File: src/rtl/dom_and_pipe.sv
// Domain-oriented masked AND gadget for NSHARES Boolean shares.
// Cross terms are refreshed and registered before any share recombination.
module dom_and_pipe #(
    parameter int NSHARES = 2,
    parameter int WIDTH   = 1,
    parameter int OUT_REG = 0,
    localparam int NPAIRS = NSHARES * (NSHARES - 1) / 2
) (
    input  logic                       clk,
    input  logic                       rst,
    input  logic                       in_valid,
    output logic                       in_ready,
    input  logic [NSHARES*WIDTH-1:0]   a_sh,
    input  logic [NSHARES*WIDTH-1:0]   b_sh,
    input  logic [NPAIRS*WIDTH-1:0]    z,
    input  logic                       z_valid,
    output logic                       out_valid,
    input  logic                       out_ready,
    output logic [NSHARES*WIDTH-1:0]   q_sh,
    output logic                       z_starve
);

    logic [WIDTH-1:0] t_d [NSHARES][NSHARES];
    logic [WIDTH-1:0] t_q [NSHARES][NSHARES];
    logic [NSHARES*WIDTH-1:0] q_c;
    logic v1;
    logic adv1;
    logic accept;

    // Diagonal holds the inner term, off-diagonal the refreshed cross terms.
    for (genvar i = 0; i < NSHARES; i++) begin : g_row
        for (genvar j = 0; j < NSHARES; j++) begin : g_col
            localparam int LO = (i < j) ? i : j;
            localparam int HI = (i < j) ? j : i;
            localparam int P  = LO * NSHARES - LO * (LO + 1) / 2 + (HI - LO - 1);
            if (i == j) begin : g_inner
                assign t_d[i][j] = a_sh[i*WIDTH +: WIDTH] & b_sh[i*WIDTH +: WIDTH];
            end else begin : g_cross
                assign t_d[i][j] = (a_sh[i*WIDTH +: WIDTH] & b_sh[j*WIDTH +: WIDTH])
                                 ^ z[P*WIDTH +: WIDTH];
            end
        end
    end

    assign in_ready = !rst && (!v1 || adv1);
    assign accept   = in_valid && z_valid && in_ready;

    always_ff @(posedge clk or posedge rst) begin
        if (rst) begin
            v1 <= 1'b0;
            for (int i = 0; i < NSHARES; i++) begin
                for (int j = 0; j < NSHARES; j++) begin
                    t_q[i][j] <= '0;
                end
            end
        end else if (accept) begin
            v1  <= 1'b1;
            t_q <= t_d;
        end else if (adv1) begin
            v1 <= 1'b0;
        end
    end

    always_comb begin
        q_c = '0;
        for (int i = 0; i < NSHARES; i++) begin
            for (int j = 0; j < NSHARES; j++) begin
                q_c[i*WIDTH +: WIDTH] = q_c[i*WIDTH +: WIDTH] ^ t_q[i][j];
            end
        end
    end

    if (OUT_REG != 0) begin : g_oreg
        logic                     v2;
        logic [NSHARES*WIDTH-1:0] q2;

        assign adv1      = !v2 || out_ready;
        assign out_valid = v2;
        assign q_sh      = q2;

        always_ff @(posedge clk or posedge rst) begin
            if (rst) begin
                v2 <= 1'b0;
                q2 <= '0;
            end else if (v1 && adv1) begin
                v2 <= 1'b1;
                q2 <= q_c;
            end else if (out_ready) begin
                v2 <= 1'b0;
            end
        end
    end else begin : g_comb
        assign adv1      = out_ready;
        assign out_valid = v1;
        assign q_sh      = q_c;
    end

    always_ff @(posedge clk or posedge rst) begin
        if (rst) begin
            z_starve <= 1'b0;
        end else if (in_valid && !z_valid) begin
            z_starve <= 1'b1;
        end
    end

endmodule

File: config.mk
export PLATFORM = sky130hd
export DESIGN_NAME = dom_and_pipe
export DESIGN_NICKNAME = d
export VERILOG_FILES = /design/src/rtl/dom_and_pipe.sv
export SDC_FILE = /design/constraint.sdc
export NUM_CORES = 1
export LEC_CHECK = 0
export BUFFER_PORTS_ARGS = -buffer_cell sky130_fd_sc_hd__buf_2
export CORE_AREA = 10 10 47 49
export DETAILED_ROUTE_END_ITERATION = 10
export DIE_AREA = 0 0 57 59
export PLACE_DENSITY = 0.54
export SLEW_MARGIN = 10
export SYNTH_ARGS = -nofsm -noshare
export SYNTH_HDL_FRONTEND = slang
export SYNTH_SLANG_ARGS = --single-unit
File: constraint.sdc
create_clock -name clk -period 2.65 [get_ports clk]
set_input_delay 0.3975 -clock clk [delete_from_list [all_inputs] [get_ports clk]]
set_output_delay 0.3975 -clock clk [all_outputs]
set_load 0.01 [all_outputs]
**Yosys cells after proc, flatten, opt, wreduce, memory -nomap -nowiden**

Index checks and enable logic that the tools add are counted.

- Flip-flop bits (word level): 6
- Input port bits: 10
- Output and inout port bits: 5
- Logic and storage cells: 25

- Multiplexer cells: 2
- Bitwise operators: 8
- Reductions and logical operators: 9

Operator list:

| operator | count |
|---|---|
| $and 1x1->1 | 4 |
| $logic_and 1x1->1 | 4 |
| $xor 1x1->1 | 4 |
| $logic_not 1->1 | 3 |
| $mux 1 | 2 |
| $reduce_bool 2->1 | 1 |
| $logic_or 1x1->1 | 1 |

**Depth between registers and ports, before layout**

Gate-level depths: netlist (run 1).

- Word-level depth: 5
- Depth in mapped cells: 3
- Gate-level depth less buffers: 3

**Least setup slack after synthesis (run 1)**

OpenSTA, ideal clock, no wires.

- Path kind: register to register
- From: register v1, in the netlist out_valid
- To: register t_q[1] (netlist bit)
- Library setup time: 0.125 ns
- Data arrival time: 1.134 ns
- Data required time: 2.525 ns
- Slack: 1.392 ns
- Stages on the path, launching flop included: 4
- Buffers on the path: 0
- Clock period less this slack: 1.258 ns
- Cells stage by stage: dfrtp_1 nor2b_4 nor3_4 mux2_2

- Longest elaborated chain between the ends: 4

Ends and longest elaborated chain:

| element | line | text |
|---|---|---|
| start: declaration | 26 | `logic v1;` |
| start signal: assignment | 50 | `v1 <= 1'b0;` |
| start signal: assignment | 57 | `v1 <= 1'b1;` |
| start signal: assignment | 60 | `v1 <= 1'b0;` |
| $logic_not 1->1 | 45 | `assign in_ready = !rst && (!v1 \|\| adv1);` |
| $logic_or 1x1->1 | 45 |  |
| $logic_and 1x1->1 | 45 |  |
| $logic_and 1x1->1 | 46 | `assign accept = in_valid && z_valid && in_ready;` |
| end signal: assignment | 58 | `t_q <= t_d;` |
| end: declaration | 24 | `logic [WIDTH-1:0] t_q [NSHARES][NSHARES];` |

No other way between the ends.
A chain may end at the register's enable or synchronous reset.

**Final worst setup path (run 1)**

- From: register v1, in the netlist out_valid
- To: output in_ready

- Longest elaborated chain between the ends: 3

Ends and longest elaborated chain:

| element | line | text |
|---|---|---|
| $logic_not 1->1 | 45 |  |
| $logic_or 1x1->1 | 45 |  |
| $logic_and 1x1->1 | 45 |  |
| end: declaration | 12 | `output logic in_ready,` |

No other way between the ends.

==> out/results.tsv, run 1 <==
stage	metric	value	unit
cts	CTS Buf Count	3	
worst_setup_path	Crit. End Element	output port	
sta	total negative slack	0	ps
final_layout	Multi-input gate area	143.9	um2
die	die width	57	um
logic_synthesis	sequential share of the synthesized area	48.58	%
cts	setup repair bufs after CTS	0	
cts	CTS H-tree depth	1	
global_route	first-pass GRT wire length	1.159	mm
global_route	largest net degree at the start of global routing	7	
worst_setup_path	slowest stage cell, crit path	dfrtp_1	
drt	remaining routing DRC violations	0	
global_route	initial antenna violation count	0	
final_layout	register area	150.1	um2
logic_synthesis	largest cells by area after synthesis	dfrtp_1 49%, mux2_2 7.3%, mux2i_1 6.5%	
worst_setup_path	cells on worst reg2reg path	3	
logic_synthesis	Mapped Avg Cell Area	11.04	um2
sta	Slew Viols, Final	0	
power_and_ir_drop	Clk pwr share	31.3	%
cts	clock-pin slew on the worst setup and hold paths	50	ps
worst_setup_path	critical path fanouts, max	3	
sta	RSZ-0062 raised after global routing	false	
final_layout	area delta synth->final	36.44	%
sta	Tmin final	1344	ps
power_and_ir_drop	Power Internal	0.0001942	W
sta	Final period util	50.72	%
worst_setup_path	Worst Path Arrival	950	ps
logic_synthesis	area share of the largest cell type after synthesis	48.58	%
final_layout	final layout net count	57	
drt	number of vias per cell	3.869	
cts	CTS Sinks	6	
outcome	status	complete, no violations	
drt	wire per inst	10.80	um
final_layout	share of cells above drive strength 1	48.89	%
place	Port Buf Inserts	14	
logic_synthesis	Syn Std Cell Area	309.0	um2
final_layout	most frequent cells in the layout	14 x buf_2, 6 x dfrtp_1, 5 x nand2_1, 4 x inv_1, 3 x clkbuf_4	
power_and_ir_drop	worst vdd ir	0.0002729	V
power_and_ir_drop	switching pwr	0.00007686	W
sta	fmax	744.0	MHz
die	core area	1401	um2
run	number of max-cap violations	0	
die	die area	3363	um2
sta	Worst-Margin Slew	289.0	ps
hold_path	Worst Hold Class	primary input to asynchronous set/reset pin	
logic_synthesis	Post-Synthesis Net Count	38	
final_layout	commonest non-fill, non-tap cell in the layout	buf_2	
logic_synthesis	Yosys cell types	12	
global_route	Remaining Overflow, GRT	0	
place	GPL Wtd Cong	0.7073	
die	Die H	59	um
final_layout	Fillers	153	
die	Initial Utilization	22.05	%
global_route	vias in the first global route	256	
worst_setup_path	critical path launch point type	flop	
sta	Slew HR	80.67	%
worst_setup_path	slowest stage delay, CP	370	ps
cts	CTS tree	built	
logic_synthesis	Cells after Synth	28	
sta	# setup viols final	0	
cts	Max clock buf depth	2	
worst_setup_path	crit-path cells	nor2b_4 > nor2_1 > buf_2	
cts	Resize count post-CTS	0	
worst_setup_path	Worst EP required	2250	ps
place	DP HPWL	536.2	um
cts	Hold Buf Count CTS	0	
drt	routed via count	236	
power_and_ir_drop	logic gate share of total power	25.6	%
power_and_ir_drop	part of the power in registers	43.1	%
logic_synthesis	synth warn	0	
logic_synthesis	number of synthesized register bits	6	
logic_synthesis	Synth area leader	dfrtp_1	
final_layout	Ant. Diodes	0	
worst_setup_path	Crit Path Category	flop to output port	
final_layout	final core occ	30.09	%
sta	final clock skew	1.345	ps
global_route	gr usage total	4.609	%
cts	Worst-Skew Late Latency	240	ps
cts	clock root buffer	clkbuf_4	
drt	1st-pass router iterations	2	
power_and_ir_drop	pwr/cell area	642.9	nW/um2
power_and_ir_drop	Sw Share	28.36	%
power_and_ir_drop	Leakage	0.2121	nW
die	Core Rows	14	
drt	Final ANT Viol Nets	0	
drt	drt initial violations	3	
drt	Routed WL	659	um
sta	Final Hold Fails	0	
die	Ports	15	
==> cell families after synthesis <==
| kind of cell | after synthesis | share of synthesized area [%] |
|---|---|---|
| simple gates | 9 | 19.03 |
| flops | 6 | 48.58 |
| xor+xnor | 4 | 11.34 |
| mux | 4 | 13.76 |
| buf+inv | 4 | 4.857 |
| compound gates | 1 | 2.430 |
==> metal layers <==
metal  vias to the layer above  wire length (um)  track usage (%)
met1                       100               356            6.039
li1                        121                 -                -
met3                         0                89            4.721
met4                         0                 0            2.013
met2                        15               214            4.341
met5                         -                 0                0
==> critical path, delay by kind of cell (launching register included) <==
family                 cells  cell delay, ps
and+or+nand+nor            2             210
DFF                        1             370
buffers and inverters      1             130
==> registers in the layout, summed over array words and instances (netlist names) <==
register	flops
t_q	4
out_valid	1
z_starve	1
==> cell type report <==
type | instances | area share [%]
Sequential cell | 6 | 35.61
Multi-Input combinational cell | 18 | 34.12
Timing Repair Buffer | 14 | 16.62
Clock buffer | 3 | 5.341
Tap cell | 16 | 4.748
Inverter | 4 | 3.561
==> Yosys cell counts <==
cell	n
a21o_1	1
dfrtp_1	6
inv_1	4
mux2_2	2
mux2i_1	2
nand2_1	5
nor2_1	1
nor2b_4	1
nor3_4	1
or2_2	1
xnor2_1	2
xor2_1	2
==> through the flow <==
stage	power, W	hold slack (ps)	area [um2]	instances	worst slack [ps]
floorplan	0.0001581	188.5	309.0	28	1392
global placement	0.0001900	364.1	399.1	58	1334
detailed placement	0.0001899	366.6	399.1	58	1313
CTS	0.0002813	100.7	421.7	61	1288
global route	0.0002949	121.8	421.7	61	1239
finish	0.0002711	104.3	421.7	61	1306
==> final timing paths <==
path	startpoint	endpoint	slack (ps)
max	out_valid	in_ready	1310
min	rst	z_starve	100
max reg2reg	out_valid	t_q[1]	1370
min reg2reg	z_starve	z_starve	450
max in group asynchronous	rst	t_q[2]	2350
min in group clk	in_valid	z_starve	370
==> power by group through the flow <==
stage	logic, W	registers, W	clock network, W
after floorplan	0.0000411	0.000117	0
after global placement	0.0000714	0.000119	0
after detailed placement	0.0000722	0.000118	0
after CTS	0.0000724	0.000117	0.0000920
after global routing	0.0000801	0.000119	0.0000959
final	0.0000693	0.000117	0.0000850
No activity file was read; power rests on OpenSTA's default activity.
==> inputs of run 2 (changes only) <==
- PLACE_DENSITY: 0.54 -> 0.56
- clock period: 2.65 -> 1.1 ns (I/O delays scaled with it)
==> run 2 against run 1 <==
The flow now finishes with violations (setup timing). Via count up 12%. Hold slack better by 36 ps. Count of clock-buffer cells in the layout unchanged. Combinational power rose to 3.0 times the previous value. Die area unchanged. Register-to-register slack worse by 1400 ps. Core utilization up 4.6 points. Routed wire length up 18%. Total power rose to 2.6 times the previous value.
==> out/results.tsv, run 2 (synthesis results as in run 1) <==
stage	metric	value	unit	change
worst_setup_path	worst r2r src	out_valid		unchanged
final_layout	most frequent cells in the layout	14 x buf_2, 6 x dfrtp_1, 5 x nand2_1, 4 x inv_1, 4 x buf_4		was 14 x buf_2, 6 x dfrtp_1, 5 x nand2_1, 4 x inv_1, 3 x clkbuf_4
sta	Final Hold Fails	0		unchanged
cts	CTS Buf Count	3		unchanged
worst_setup_path	Crit. End Element	output port		unchanged
sta	Worst-Margin Slew	273.6	ps	was 289.0 ps
drt	drt initial violations	2		was 3
final_layout	Ant. Diodes	0		unchanged
sta	Tmin final	1204	ps	
worst_setup_path	slowest stage delay, CP	360	ps	was 370 ps
die	core area	1401	um2	unchanged
power_and_ir_drop	worst vdd ir	0.0006204	V	was 0.0002729 V
final_layout	max FFs per register	4		unchanged
worst_setup_path	R2R Setup Slk	-70	ps	was 1370 ps
worst_setup_path	critical path fanouts, max	2		was 3
die	Die H	59	um	unchanged
worst_setup_path	crit path to	in_ready		unchanged
worst_setup_path	slowest stage cell, crit path	dfrtp_1		unchanged
drt	Routed WL	779	um	was 659 um
worst_setup_path	critical path launch point type	flop		unchanged
hold_path	Worst Hold Class	primary input to flop		was primary input to asynchronous set/reset pin
final_layout	area delta synth->final	57.09	%	was 36.44%
worst_setup_path	r2r endpoint	t_q[2]		was t_q[1]
global_route	initial antenna violation count	0		unchanged
cts	CTS H-tree depth	1		unchanged
cts	CTS Sinks	6		unchanged
place	GPL Wtd Cong	0.6498		was 0.7073
worst_setup_path	Worst Path Arrival	1040	ps	was 950 ps
worst_setup_path	crit-path cells	nor2b_4 > buf_6 > nor2_2 > buf_2		was nor2b_4 > nor2_1 > buf_2
sta	Slew HR	81.70	%	was 80.67%
final_layout	final layout net count	63		was 57
power_and_ir_drop	Leakage	0.2506	nW	was 0.2121 nW
hold_path	hold path cells	2		
global_route	largest net degree at the start of global routing	7		unchanged
place	Place WS	-104.0	ps	was 1313 ps
run	number of max-cap violations	0		unchanged
sta	Slew Viols, Final	0		unchanged
final_layout	Reg with most FFs	t_q		unchanged
die	Core Rows	14		unchanged
final_layout	commonest non-fill, non-tap cell in the layout	buf_2		unchanged
cts	CTS tree	built		unchanged
sta	# setup viols final	5		was 0
global_route	first-pass GRT wire length	1.290	mm	was 1.159 mm
global_route	gr usage total	5.167	%	was 4.609%
sta	fmax	830.3	MHz	
worst_setup_path	cells on worst reg2reg path	3		unchanged
die	Ports	15		unchanged
cts	Worst-Skew Late Latency	250	ps	was 240 ps
worst_setup_path	worst setup path startpoint	out_valid		unchanged
cts	clock-pin slew on the worst setup and hold paths	50	ps	about the same
sta	Final period util	109.5	%	
outcome	failing checks	setup timing		
place	DP HPWL	606.8	um	was 536.2 um
outcome	status	finished, violations left		was complete, no violations
power_and_ir_drop	pwr/cell area	1452	nW/um2	was 642.9 nW/um2
place	Port Buf Inserts	14		unchanged
drt	wire per inst	11.63	um	was 10.80 um
sta	RSZ-0062 raised after global routing	true		was false
sta	final clock skew	0.8718	ps	was 1.345 ps
global_route	vias in the first global route	300		was 256
place	Post-DP Area	421.7	um2	was 399.1 um2
drt	remaining routing DRC violations	0		unchanged
final_layout	final core occ	34.64	%	was 30.09%
worst_setup_path	Crit Path Category	flop to output port		unchanged
drt	1st-pass router iterations	3		was 2
cts	Max clock buf depth	2		unchanged
drt	number of vias per cell	3.940		was 3.869
drt	Final ANT Viol Nets	0		unchanged
final_layout	design area	485.5	um2	was 421.7 um2
cts	clock root buffer	clkbuf_4		unchanged
sta	final hold slack	140.0	ps	was 104.3 ps
drt	routed via count	264		was 236
die	die width	57	um	unchanged
die	die area	3363	um2	unchanged
die	Initial Utilization	22.05	%	unchanged
global_route	Remaining Overflow, GRT	0		unchanged
worst_setup_path	Worst EP required	940	ps	was 2250 ps
sta	Final WS setup	-104.4	ps	was 1306 ps
final_layout	share of cells above drive strength 1	54.90	%	was 48.89%
==> run 2: cell count changes in the layout (fill, tap and decap cells not counted), sizes merged <==
cell,change
buf,+5
dlygate4sd3,+1
==> run 2: worst max-delay path, delay by kind of cell, from the launching register on <==
| kind | cells | cell delay [ps] |
|---|---|---|
| flip-flops | 1 | 360 |
| AND/OR/NAND/NOR | 2 | 190 |
| buffers and inverters | 2 | 240 |
==> run 2: how the worst min path moves through the flow <==
stage          startpoint        end  slack (ps)
5_1_grt          in_valid   z_starve         150
6_report         in_valid   z_starve         140
4_1_cts          in_valid   z_starve         140
3_3_place_gp          rst   z_starve         130
2_1_floorplan         rst  out_valid         -40
3_5_place_dp          rst   z_starve         150
==> run 2: final cells by class <==
cell class | count | area [um2]
Clock buffer | 3 | 22.52
Fill cell | 155 | 915.9
Inverter | 4 | 15.01
Multi-Input combinational cell | 18 | 156.4
Sequential cell | 6 | 150.1
Tap cell | 16 | 20.02
Timing Repair Buffer | 20 | 121.4
==> run 2: layer usage <==
layer	global-route usage (%)	vias to the layer above	part of all wire [%]	wire [um]
met5	0	-	0	0
met1	5.174	115	44	340
met3	4.936	2	14	111
met2	6.822	15	41	316
li1	-	132	-	-
met4	3.020	0	1.3	10
==> run 2: per-stage QoR <==
step	TNS [ps]	total power, W	instances
finish	-341.3	0.0007048	67
global route	-779.8	0.0007548	67
CTS	-462.3	0.0007079	66
detailed placement	-302.5	0.0004659	61
global placement	-204.4	0.0004623	61
floorplan	-316.9	0.0003808	28
==> run 2: what timing repair did <==
| action | in CTS | in global routing |
|---|---|---|
| pin swaps | 3 | 2 |
| resized for setup | 3 | 2 |
| buffers inserted | 1 | 2 |
| hold buffers | 1 | 0 |
| setup endpoints to repair | 7 | 8 |
| endpoints found under the hold margin | 6 | 0 |
==> run 2: where the power goes <==
part	leakage (nW)	internal, W	total (W)	switching [W]
Sequential	0.0708	0.000258	0.000283	0.0000246
Clock	0.0138	0.000124	0.000212	0.0000879
Combinational	0.166	0.000121	0.000210	0.0000889
==> inputs of run 3 (changes only) <==
- CELL_PAD_IN_SITES_DETAIL_PLACEMENT: not set -> 2
- CELL_PAD_IN_SITES_GLOBAL_PLACEMENT: not set -> 2
- CORE_AREA: 10 10 47 49 -> not set
- CORE_MARGIN: not set -> 10
- CORE_UTILIZATION: not set -> 21
- DIE_AREA: 0 0 57 59 -> not set
- PLACE_DENSITY: 0.56 -> 0.75
==> run 3 against run 2 <==
The flow still finishes with violations (setup timing). Count of clock-buffer cells in the layout did not move. Worst setup slack got worse by 4.3 ps. Routed wire length rose by 11%. Die area rose by 1.3%. Final cell count fell by 3.0%. Clock power fell by 3%. Hold slack improved by 9.7 ps. Highest routed layer unchanged. Combinational power barely moved. Via count fell by 0.38%. Sequential power barely moved. Total power fell by 1.0%.
==> out/results.tsv, run 3 (synthesis results as in run 1) <==
stage	metric	value	unit	change
final_layout	Ant. Diodes	0		unchanged
final_layout	most frequent cells in the layout	14 x buf_2, 6 x dfrtp_1, 5 x nand2_1, 4 x inv_1, 3 x clkbuf_4		was 14 x buf_2, 6 x dfrtp_1, 5 x nand2_1, 4 x inv_1, 4 x buf_4
outcome	status	finished, violations left		unchanged
power_and_ir_drop	Leakage	0.2470	nW	was 0.2506 nW
global_route	first-pass GRT wire length	1.414	mm	was 1.290 mm
die	Initial Utilization	22.89	%	was 22.05%
drt	drt initial violations	1		was 2
sta	RSZ-0062 raised after global routing	true		unchanged
sta	Final WS setup	-108.7	ps	was -104.4 ps
hold_path	Worst Hold Class	primary input to flop		unchanged
global_route	Remaining Overflow, GRT	0		unchanged
worst_setup_path	Worst Path Arrival	1040	ps	about the same
place	DP HPWL	693.2	um	was 606.8 um
die	Ports	15		unchanged
final_layout	max FFs per register	4		unchanged
final_layout	Reg with most FFs	t_q		unchanged
worst_setup_path	Crit. End Element	output port		unchanged
global_route	largest net degree at the start of global routing	7		unchanged
die	Core Rows	13		was 14
drt	1st-pass router iterations	2		was 3
place	GPL Wtd Cong	0.6581		was 0.6498
cts	Worst-Skew Late Latency	240	ps	was 250 ps
cts	clock root buffer	clkbuf_4		unchanged
place	Port Buf Inserts	14		unchanged
cts	CTS H-tree depth	1		unchanged
drt	number of vias per cell	4.046		was 3.940
sta	Final Hold Fails	0		unchanged
final_layout	final layout net count	62		was 63
worst_setup_path	Crit Path Category	flop to output port		unchanged
sta	fmax	827.3	MHz	was 830.3 MHz
cts	CTS tree	built		unchanged
cts	CTS Sinks	6		unchanged
die	core area	1350	um2	was 1401 um2
worst_setup_path	critical path launch point type	flop		unchanged
power_and_ir_drop	pwr/cell area	1459	nW/um2	was 1452 nW/um2
sta	Worst-Margin Slew	286.8	ps	was 273.6 ps
final_layout	area delta synth->final	54.66	%	was 57.09%
sta	Tmin final	1209	ps	was 1204 ps
sta	final hold slack	149.7	ps	was 140.0 ps
outcome	failing checks	setup timing		unchanged
final_layout	commonest non-fill, non-tap cell in the layout	buf_2		unchanged
sta	total negative slack	-351.7	ps	was -341.3 ps
drt	wire per inst	13.25	um	was 11.63 um
power_and_ir_drop	worst vdd ir	0.0005654	V	was 0.0006204 V
worst_setup_path	Worst EP required	940	ps	about the same
global_route	vias in the first global route	305		was 300
place	Post-DP Area	420.4	um2	was 421.7 um2
sta	Slew Viols, Final	0		unchanged
sta	final clock skew	2.768	ps	was 0.8718 ps
final_layout	Fillers	171		was 155
die	die area	3406	um2	was 3363 um2
sta	# setup viols final	5		unchanged
drt	Routed WL	861	um	was 779 um
final_layout	share of cells above drive strength 1	54.00	%	was 54.90%
cts	CTS Buf Count	3		unchanged
run	number of max-cap violations	0		unchanged
drt	Final ANT Viol Nets	0		unchanged
global_route	gr usage total	5.683	%	was 5.167%
sta	Final period util	109.9	%	was 109.5%
die	die width	58.36	um	was 57 um
place	Place WS	-111.8	ps	was -104.0 ps
die	Die H	58.36	um	was 59 um
sta	Slew HR	80.82	%	was 81.70%
global_route	initial antenna violation count	0		unchanged
cts	Max clock buf depth	2		unchanged
place	# placed instances	60		was 61
cts	clock-pin slew on the worst setup and hold paths	50	ps	about the same
final_layout	non-filler cells, final	65		was 67
final_layout	design area	478.0	um2	was 485.5 um2
worst_setup_path	critical path fanouts, max	2		unchanged
drt	remaining routing DRC violations	0		unchanged
drt	routed via count	263		was 264
run 3: cell types whose count changed in the layout (fill, tap and decap cells not counted):
cell   previous run  this run
buf_4             4         2
buf_6             1         2
or2_2             0         1
or2_4             1         0
run 3: critical path, stage by stage, from the launching register on:
cell     delay (ps)
dfrtp_1         370
nor2b_4         140
buf_6           110
nor2_2           60
buf_2           130
run 3: area by class of cell:
cell class	count	area (um2)	area share, %
inverter	4	15.01	3.141
tap	15	18.77	3.927
sequential	6	150.1	31.41
clock buffer	3	22.52	4.712
multi-input combinational	18	153.9	32.20
timing repair buffer	19	117.6	24.61
run 3: metal layers:
layer,wire length [um],track usage (%)
met1,339,5.617
met2,389,8.194
met3,109,3.433
met4,21,5.034
met5,0,0
run 3: per-stage QoR:
stage | util (%) | total power (W)
2_1_floorplan | - | 0.0003808
3_3_place_gp | 31.14 | 0.0004599
3_5_place_dp | 31.14 | 0.0004685
4_1_cts | 34.94 | 0.0007139
5_1_grt | 35.40 | 0.0007537
6_report | 35.40 | 0.0006975
run 3: timing repair:
item / in CTS / in global routing
setup endpoints to repair: 7 / 8
pin swaps: 3 / 1
hold buffers: 1 / 0
setup buffers: 1 / 0
gates resized for setup: 3 / 2
endpoints found under the hold margin: 6 / 0
run 3: path summary, 6_finish.rpt:
| check | start | end | slack [ps] | cells past startpoint |
|---|---|---|---|---|
| max | out_valid | in_ready | -110 | 4 |
| min | in_valid | z_starve | 150 | 2 |
| max reg2reg | out_valid | t_q[2] | -90 | 3 |
| min reg2reg | z_starve | z_starve | 450 | 1 |
| max in group asynchronous | rst | t_q[3] | 440 | 3 |
| min in group asynchronous | rst | out_valid | 460 | 3 |
run 3: report_power, final:
part | internal, W | switching (W)
Clock | 0.000124 | 0.0000825
Combinational | 0.000118 | 0.0000895
Sequential | 0.000258 | 0.0000255
